**config.mk**
```make
export PLATFORM = sky130hd
export DESIGN_NAME = usb_pkt_tx
export DESIGN_NICKNAME = d
export VERILOG_FILES = /design/src/rtl/usb_pkt_tx.sv
export SDC_FILE = /design/constraint.sdc
export NUM_CORES = 1
export LEC_CHECK = 0
export CAP_MARGIN = 20
export CORE_MARGIN = 1
export CORE_UTILIZATION = 35
export CTS_BUF_LIST = sky130_fd_sc_hd__clkbuf_4
export DETAILED_ROUTE_END_ITERATION = 10
export MAX_ROUTING_LAYER = met4
export PLACE_DENSITY = 0.64
export RECOVER_POWER = 50
export SYNTH_ARGS = -nofsm -noshare
export SYNTH_HDL_FRONTEND = slang
export SYNTH_SLANG_ARGS = --single-unit
export TNS_END_PERCENT = 20
```
**constraint.sdc**
```tcl
create_clock -name clock -period 4.7 [get_ports clock]
set_input_delay 0.94 -clock clock [delete_from_list [all_inputs] [get_ports clock]]
set_output_delay 0.94 -clock clock [all_outputs]
set_load 0.01 [all_outputs]
```
**src/rtl/usb_pkt_tx.sv**
```systemverilog
// usb_pkt_tx: USB full-speed packet transmitter (handshake, token and data).
// Serialises SYNC, PID, token field or payload, then CRC5/CRC16. Bit stuffing
// and NRZI are applied to the line, and every packet ends with SE0, SE0, J.
// One line bit is driven per clock.
// Optional feature macro: DATA_TOGGLE_EN. It adds toggle_adv/toggle_clr and an
// internal DATA0/DATA1 toggle bit that supplies the PID of data packets.
//
// Request handshake: a request transfers on the rising clock edge where
// req_valid && req_ready. req_ready is high only while the block is idle. All
// request fields are captured on that edge. A requester that sees
// req_ready low must hold req_valid and the fields stable until the transfer.
module usb_pkt_tx #(
    parameter int         MAX_BYTES = 8,
    parameter logic [6:0] DEV_ADDR  = 7'd5,
    parameter int         LEN_W     = $clog2(MAX_BYTES + 1)
) (
    input  logic                   clock,
    input  logic                   reset_n,
    input  logic                   req_valid,
    output logic                   req_ready,
    input  logic [1:0]             req_kind,
    input  logic [3:0]             req_pid,
    input  logic [3:0]             req_endp,
    input  logic [LEN_W-1:0]       req_len,
    input  logic [8*MAX_BYTES-1:0] req_data,
`ifdef DATA_TOGGLE_EN
    input  logic                   toggle_adv,
    input  logic                   toggle_clr,
`endif
    output logic                   DP,
    output logic                   DM,
    output logic                   busy,
    output logic                   done,
    output logic [3:0]             dbg_state_o
);

    localparam int BITS  = 8 * MAX_BYTES;
    // Field bit counter must hold the largest field length minus one (>= 15).
    localparam int CNT_W = (BITS > 16) ? $clog2(BITS) : 4;
    localparam int DBW   = LEN_W + 3;

    typedef enum logic [3:0] {
        S_IDLE    = 4'd0,
        S_SYNC    = 4'd1,
        S_PID     = 4'd2,
        S_TOKEN   = 4'd3,
        S_CRC5    = 4'd4,
        S_DATA    = 4'd5,
        S_CRC16   = 4'd6,
        S_EOP_SE0 = 4'd7,
        S_EOP_J   = 4'd8
    } state_t;

    state_t             state_q, state_d;
    logic [CNT_W-1:0]   cnt_q, cnt_d;
    logic [1:0]         kind_q, kind_d;
    logic [7:0]         pid_q, pid_d;
    logic [10:0]        tok_q, tok_d;
    logic [BITS-1:0]    data_q, data_d;
    logic [LEN_W-1:0]   len_q, len_d;
    logic [4:0]         crc5_q, crc5_d;
    logic [15:0]        crc16_q, crc16_d;
    logic [2:0]         stuff_q, stuff_d;
    logic               nrzi_q, nrzi_d;

    logic               in_field;
    logic               stall;
    logic               field_bit;
    logic               tx_bit;
    logic               level;
    logic [3:0]         pid_nib;
    logic [DBW-1:0]     data_bits_m1;

`ifdef DATA_TOGGLE_EN
    logic               toggle_q, toggle_d;

    // Toggle bit: clear wins over advance; sampled only when a request is accepted.
    always_comb begin
        toggle_d = toggle_q;
        if (toggle_clr) begin
            toggle_d = 1'b0;
        end else if (toggle_adv) begin
            toggle_d = ~toggle_q;
        end
    end

    // Toggle bit register.
    always_ff @(posedge clock or negedge reset_n) begin
        if (!reset_n) begin
            toggle_q <= 1'b0;
        end else begin
            toggle_q <= toggle_d;
        end
    end

    // Data packets take their PID from the toggle bit (DATA0/DATA1).
    always_comb begin
        pid_nib = req_pid;
        if (req_kind == 2'b10) begin
            pid_nib = toggle_q ? 4'b1011 : 4'b0011;
        end
    end
`else
    // PID nibble always comes from the request.
    always_comb begin
        pid_nib = req_pid;
    end
`endif

    // Current pre-NRZI bit: a stuffed 0 when six ones were just sent, else the field bit.
    always_comb begin
        in_field  = (state_q != S_IDLE) && (state_q != S_EOP_SE0) && (state_q != S_EOP_J);
        stall     = (stuff_q == 3'd6) && (state_q != S_IDLE) && (state_q != S_EOP_J);
        field_bit = 1'b0;
        case (state_q)
            S_SYNC:  field_bit = (cnt_q == '0);
            S_PID:   field_bit = pid_q[0];
            S_TOKEN: field_bit = tok_q[0];
            S_CRC5:  field_bit = ~crc5_q[4];
            S_DATA:  field_bit = data_q[0];
            S_CRC16: field_bit = ~crc16_q[15];
            default: field_bit = 1'b0;
        endcase
        tx_bit = field_bit & ~stall;
        // NRZI: a 0 flips the line, a 1 holds it (1 = J level).
        level  = tx_bit ? nrzi_q : ~nrzi_q;
    end

    // Line drivers: SE0 during EOP (after any owed stuff bit), J when idle.
    always_comb begin
        DP = 1'b1;
        DM = 1'b0;
        if ((state_q == S_EOP_SE0) && !stall) begin
            DP = 1'b0;
            DM = 1'b0;
        end else if (in_field || stall) begin
            DP = level;
            DM = ~level;
        end
    end

    // Status outputs decoded from the state.
    always_comb begin
        req_ready   = (state_q == S_IDLE);
        busy        = (state_q != S_IDLE);
        done        = (state_q == S_EOP_J);
        dbg_state_o = state_q;
    end

    // Next state and field datapath; the field shift stalls on stuff cycles.
    always_comb begin
        state_d      = state_q;
        cnt_d        = cnt_q;
        kind_d       = kind_q;
        pid_d        = pid_q;
        tok_d        = tok_q;
        data_d       = data_q;
        len_d        = len_q;
        crc5_d       = crc5_q;
        crc16_d      = crc16_q;
        stuff_d      = 3'd0;
        nrzi_d       = nrzi_q;
        data_bits_m1 = {len_q, 3'b000} - DBW'(1);

        if (stall || in_field) begin
            nrzi_d = level;
        end
        if (!stall && in_field && tx_bit) begin
            stuff_d = stuff_q + 3'd1;
        end

        case (state_q)
            S_IDLE: begin
                nrzi_d = 1'b1;
                if (req_valid) begin
                    state_d = S_SYNC;
                    cnt_d   = CNT_W'(7);
                    kind_d  = (req_kind == 2'b11) ? 2'b00 : req_kind;
                    pid_d   = {~pid_nib, pid_nib};
                    tok_d   = {req_endp, DEV_ADDR};
                    data_d  = req_data;
                    len_d   = (req_len > LEN_W'(MAX_BYTES)) ? LEN_W'(MAX_BYTES) : req_len;
                    crc5_d  = 5'h1f;
                    crc16_d = 16'hffff;
                end
            end
            S_SYNC: begin
                if (!stall) begin
                    cnt_d = cnt_q - CNT_W'(1);
                    if (cnt_q == '0) begin
                        state_d = S_PID;
                        cnt_d   = CNT_W'(7);
                    end
                end
            end
            S_PID: begin
                if (!stall) begin
                    pid_d = {1'b0, pid_q[7:1]};
                    cnt_d = cnt_q - CNT_W'(1);
                    if (cnt_q == '0) begin
                        if (kind_q == 2'b01) begin
                            state_d = S_TOKEN;
                            cnt_d   = CNT_W'(10);
                        end else if (kind_q == 2'b10) begin
                            if (len_q == '0) begin
                                state_d = S_CRC16;
                                cnt_d   = CNT_W'(15);
                            end else begin
                                state_d = S_DATA;
                                cnt_d   = CNT_W'(data_bits_m1);
                            end
                        end else begin
                            state_d = S_EOP_SE0;
                            cnt_d   = CNT_W'(1);
                        end
                    end
                end
            end
            S_TOKEN: begin
                if (!stall) begin
                    tok_d  = {1'b0, tok_q[10:1]};
                    crc5_d = {crc5_q[3:0], 1'b0} ^ ((tok_q[0] ^ crc5_q[4]) ? 5'b00101 : 5'b00000);
                    cnt_d  = cnt_q - CNT_W'(1);
                    if (cnt_q == '0) begin
                        state_d = S_CRC5;
                        cnt_d   = CNT_W'(4);
                    end
                end
            end
            S_CRC5: begin
                if (!stall) begin
                    crc5_d = {crc5_q[3:0], 1'b0};
                    cnt_d  = cnt_q - CNT_W'(1);
                    if (cnt_q == '0) begin
                        state_d = S_EOP_SE0;
                        cnt_d   = CNT_W'(1);
                    end
                end
            end
            S_DATA: begin
                if (!stall) begin
                    data_d  = {1'b0, data_q[BITS-1:1]};
                    crc16_d = {crc16_q[14:0], 1'b0} ^ ((data_q[0] ^ crc16_q[15]) ? 16'h8005 : 16'h0000);
                    cnt_d   = cnt_q - CNT_W'(1);
                    if (cnt_q == '0) begin
                        state_d = S_CRC16;
                        cnt_d   = CNT_W'(15);
                    end
                end
            end
            S_CRC16: begin
                if (!stall) begin
                    crc16_d = {crc16_q[14:0], 1'b0};
                    cnt_d   = cnt_q - CNT_W'(1);
                    if (cnt_q == '0) begin
                        state_d = S_EOP_SE0;
                        cnt_d   = CNT_W'(1);
                    end
                end
            end
            S_EOP_SE0: begin
                // A stuff bit owed by the last CRC bit goes out before SE0 starts.
                if (!stall) begin
                    cnt_d = cnt_q - CNT_W'(1);
                    if (cnt_q == '0) begin
                        state_d = S_EOP_J;
                    end
                end
            end
            S_EOP_J: begin
                state_d = S_IDLE;
                nrzi_d  = 1'b1;
            end
            default: begin
                state_d = S_IDLE;
            end
        endcase
    end

    // State and datapath registers; reset returns the line to J immediately.
    always_ff @(posedge clock or negedge reset_n) begin
        if (!reset_n) begin
            state_q <= S_IDLE;
            cnt_q   <= '0;
            kind_q  <= 2'b00;
            pid_q   <= 8'h00;
            tok_q   <= 11'h000;
            data_q  <= '0;
            len_q   <= '0;
            crc5_q  <= 5'h1f;
            crc16_q <= 16'hffff;
            stuff_q <= 3'd0;
            nrzi_q  <= 1'b1;
        end else begin
            state_q <= state_d;
            cnt_q   <= cnt_d;
            kind_q  <= kind_d;
            pid_q   <= pid_d;
            tok_q   <= tok_d;
            data_q  <= data_d;
            len_q   <= len_d;
            crc5_q  <= crc5_d;
            crc16_q <= crc16_d;
            stuff_q <= stuff_d;
            nrzi_q  <= nrzi_d;
        end
    end

endmodule

```
# Word-level counts from Yosys, hierarchy flattened
# Cells that the tools add are included.
# op_classes
addsub,3
order_cmp,1
eq_ne,29
mux,63
bitwise,11
reduce_logical,30
# op_table
operator,n
two-way mux 64 bit,2
one-hot mux 64 bit (2 select lines),1
two-way mux 6 bit,15
two-way mux 16 bit,4
two-way mux 4 bit,16
one-hot mux 16 bit (3 select lines),1
one-hot mux 6 bit (7 select lines),1
one-hot mux 4 bit (7 select lines),1
inequality test 2 bit (second input constant),13
two-way mux 11 bit,2
one-hot mux 11 bit (2 select lines),1
== test 4 x 3 -> 1 bit (second input constant),4
two-way mux 8 bit,2
one-hot mux 8 bit (2 select lines),1
bitwise XOR 16 bit,1
two-way mux 5 bit,3
one-hot mux 5 bit (3 select lines),1
AND reduction 13 bit,1
subtractor 6 x 1 -> 6 bit (second input constant),2
AND reduction 3 bit,3
== test 4 x 2 -> 1 bit (second input constant),2
logical NOT 4 bit,2
AND reduction 4 bit,2
AND reduction 8 bit,1
29 further kinds,55
# totals
register_bits,124
output_inout_bits,9

# Longest topological paths before layout
# depth
word_depth,9
ltp_mapped,8
depth_no_buf,6

# Least setup slack after synthesis
# Ideal clock, no wire load.
# synth_timing
kind,register to output
start,register cnt_q[0]
end,output DM
arrival_time_ns,1.763
required_time_ns,3.760
slack_ns,1.997
path_stages_with_launch,8
path_buffers,1
cell_sequence,dfrtp_1 inv_1 ha_1 or3b_1 clkbuf_1 nor3_1 o31ai_1 o22ai_1
# synth_via
elab_chain_len,7
# synth_lines
element,line,source
"start, declared",55,"logic [CNT_W-1:0] cnt_q, cnt_d;"
"start signal, assigned",296,cnt_q <= cnt_d;
logical NOT 6 bit,116,S_SYNC: field_bit = (cnt_q == '0);
one-hot mux 1 bit (6 select lines),115,case (state_q)
AND 1 bit,124,tx_bit = field_bit & ~stall;
two-way mux 1 bit,126,level = tx_bit ? nrzi_q : ~nrzi_q;
NOT 1 bit,138,DM = ~level;
two-way mux 1 bit,136,end else if (in_field || stall) begin
two-way mux 1 bit,133,if ((state_q == S_EOP_SE0) && !stall) begin
"end, declared",31,"output logic DM,"
# No other way between the ends.

# Worst setup path in the final report
# layout_timing
start,"register state_q[1], in the netlist dbg_state_o[1]"
end,output DM
# layout_via
elab_chain_len,9
# layout_lines
element,line,source
"start, declared",54,"state_t state_q, state_d;"
"start signal, assigned",295,state_q <= state_d;
"parallel branches: the longest is 8 deep, another holds one-hot mux 1 bit (6 select lines)",-,
two-way mux 1 bit *,133,
# Mark *: on every way between the ends.

==> flow_summary.ini <==
[worst_setup_path]
cp.arrival_ps = 3270
worstSetupStartpointType = register
crit_path_end_kind = output pin
crit_fanout = 29
worst_ep_required_time_ps = 3760
criticalPathCategory = reg -> out

[detailed_routing]
drcViolationCount = 0
ant_nets = 0
viasPerCell = 4.97
first_pass_iters = 4
wire_per_inst_um = 13.8
routed_wl_um = 13200
dr_total_vias = 4751
drt_iter0_markers = 308

[cells_and_area]
fillers = 1768
multi_input_area_um2 = 2970
drive_above_1_share = 0.118
antenna-diode-count = 0
seq_area_um2 = 3130
final_nets = 803
area_growth_pct = 19.5

[clocking]
cts_setup_buffers = 0
ctsRootBufferMaster = clkbuf_4
cts_resized = 0
clock-sinks = 124
htree_levels = 4
clk_path_buf_depth = 2
numCtsBuffers = 17
cts_tree = built
cts_hold_buf = 0
clkTransAtPathRegs_ps = 130
clk_latency_ps = 510

[run_status]
violations = capacitance limit, slew limit
status = finished with violations

[place]
dp_hpwl_um = 8560
globalplace.congestion = 0.828
place_ws_ps = 1090
portBuffers = 89

[logic_synthesis]
synth_edf_count = 0
ys_seq_elements = 124
netlist_instances = 642
synth-warning-count = 0
yosys_most_used_dff = dfrtp_1
yosysUniqueCellTypes = 75
synth.avg_cell_area_um2 = 10.0
async_flop_share = 1.00
syn-num-nets = 731
synth_area_um2 = 6430
ys_seq_area_frac = 0.487

[timing]
maxSlewViolCount = 125
fin_tns_setup_ps = 0
hold_viol_final = 0
max_slew.worst_pin.slew_ps = 3110
finalWorstSetupSlack_ps = 488
max_freq_mhz = 237
maxSlewHeadroom = -1.08
rsz0062_at_grt = no
min_period_over_period = 0.896
final-setup-viol-count = 0
holdWs_ps = 472
fin_skew_ps = 18.5
post-route-min-period_ps = 4210

[floorplan]
ios = 90
row_count = 49
core-area_um2 = 18000
die_height_um = 138
fp.dieArea_um2 = 18900
die_w_um = 138
start_util = 0.358

[global_routing]
groute.usage.overall = 0.152
grt_max_degree = 128
grt_pass1_wl_um = 21900
grt_antenna_before_repair = 0
grt_remaining_overflow = 0
grt_pass1_vias = 4393

[power_and_ir_drop]
max-vdd-ir-drop_v = 0.000305
p_leak_uw = 0.00310
power_density_nw_per_um2 = 519

[worst_hold_path]
hold_path_class = reg -> reg

[run]
cap_violations = 1
## cells by family (layout without fill, tap and decap cells)
logic type | count (synthesis) | after routing | share of synthesized area
AOI/OAI and AO/OA | 168 | 168 | 0.164
xor gates and xnor gates | 6 | 6 | 0.00817
adders and majority gates | 8 | 8 | 0.0156
buffers and inverters | 60 | 145 | 0.0492
DFF | 124 | 124 | 0.487
muxes | 82 | 82 | 0.132
and+or+nand+nor | 194 | 194 | 0.144
## Yosys cell counts, drive strengths merged (4+ instances only)
| master | number | area, um^2 |
|---|---|---|
| a21oi | 25 | 125 |
| a22oi | 5 | 56.3 |
| buf | 28 | 188 |
| clkbuf | 15 | 60.1 |
| dfrtp | 102 | 2550 |
| dfstp | 22 | 578 |
| ha | 8 | 100 |
| inv | 16 | 60.1 |
| mux2 | 10 | 128 |
| mux2i | 72 | 721 |
| nand2 | 103 | 389 |
| nand2b | 12 | 75.1 |
| nor2 | 36 | 135 |
| nor3 | 8 | 40.0 |
| o21ai | 93 | 465 |
| o31ai | 5 | 42.5 |
| xor2 | 4 | 35.0 |
## critical path: stages, from the launching register on
cell and delay, ps:
dfrtp_1 960, mux2_2 420, o32ai_1 420, o31ai_1 210
o22ai_1 200, clkdlybuf4s50_1 550
## state kept, by name (all words and copies together) (netlist names)
register	flops
data_q	64
crc16_q	16
tok_q	11
pid_q	8
cnt_q	6
crc5_q	5
dbg_state_o	4
len_q	4
stuff_q	3
kind_q	2
nrzi_q	1
## cell type report
type                       instances  share of cell area
timing repair buffer              96               0.124
inverter                          17             0.00896
multi-input combinational        458               0.387
clock inverter                    14              0.0178
tap                              229              0.0373
clock buffer                      18              0.0176
sequential                       124               0.408
## metrics by stage
step	cells	power (uW)	instance area (um^2)	util
CTS	956	4040	7710	0.429
detailed placement	924	3300	7440	0.414
floorplan	642	2910	6430	-
global route	956	4340	7680	0.428
finish	956	3980	7680	0.428
global placement	924	3260	7440	0.414
## worst paths after layout
| check | start | to | slack [ps] | cells past startpoint |
|---|---|---|---|---|
| setup / recovery | dbg_state_o[1]$_DFFE_PN0P_ | DM | 490 | 5 |
| hold / removal | stuff_q[0]$_DFF_PN0_ | stuff_q[0]$_DFF_PN0_ | 470 | 1 |
| setup reg to reg | dbg_state_o[1]$_DFFE_PN0P_ | data_q[45]$_DFFE_PN0P_ | 1870 | 6 |
| hold reg to reg | stuff_q[0]$_DFF_PN0_ | stuff_q[0]$_DFF_PN0_ | 470 | 1 |
| max in group asynchronous | reset_n | data_q[40]$_DFFE_PN0P_ | 1340 | 2 |
| min in group asynchronous | reset_n | cnt_q[0]$_DFFE_PN0P_ | 1500 | 2 |
## metal layers
| layer | track usage | wire length (um) | vias up |
|---|---|---|---|
| met3 | 0.0574 | 787 | 5 |
| met4 | 0.0324 | 76 | 0 |
| met5 | - | 0 | - |
| li1 | - | - | 2414 |
| met1 | 0.206 | 6420 | 2228 |
| met2 | 0.216 | 5880 | 104 |
## placed cells by master, fill, tap and decap left out, types with 3 or more instances in the layout
cell type        netlist  routed
dfstp_2               22      22
nand2_1              102     103
mux2_2                 5       5
o21ai_1               30      30
o221ai_1               3       3
mux2i_1               72      72
inv_1                 16      16
o31ai_1                4       4
o211ai_1               3       3
buf_4                  4       5
nand2b_1              12      12
a211oi_1               3       3
a21oi_1               25      25
nor2b_1                3       3
clkinv_4               1       6
inv_6                  0       3
clkbuf_4               1      19
or3_1                  3       3
xor2_1                 4       4
nor3_1                 8       8
clkdlybuf4s50_1        0      88
o21ai_0               63      63
ha_1                   8       8
a31oi_1                3       3
dfrtp_1              102     102
nor2_1                36      36
a22oi_1                3       3
nand3_1                3       3
mux2_4                 4       4
## report_power, final
group / leakage [uW] / switching (uW) / internal [uW]
Combinational: 0.00145 / 790 / 676
Clock: 0.000145 / 447 / 278
Sequential: 0.00151 / 272 / 1520
Power figures use the tool's default switching activity.
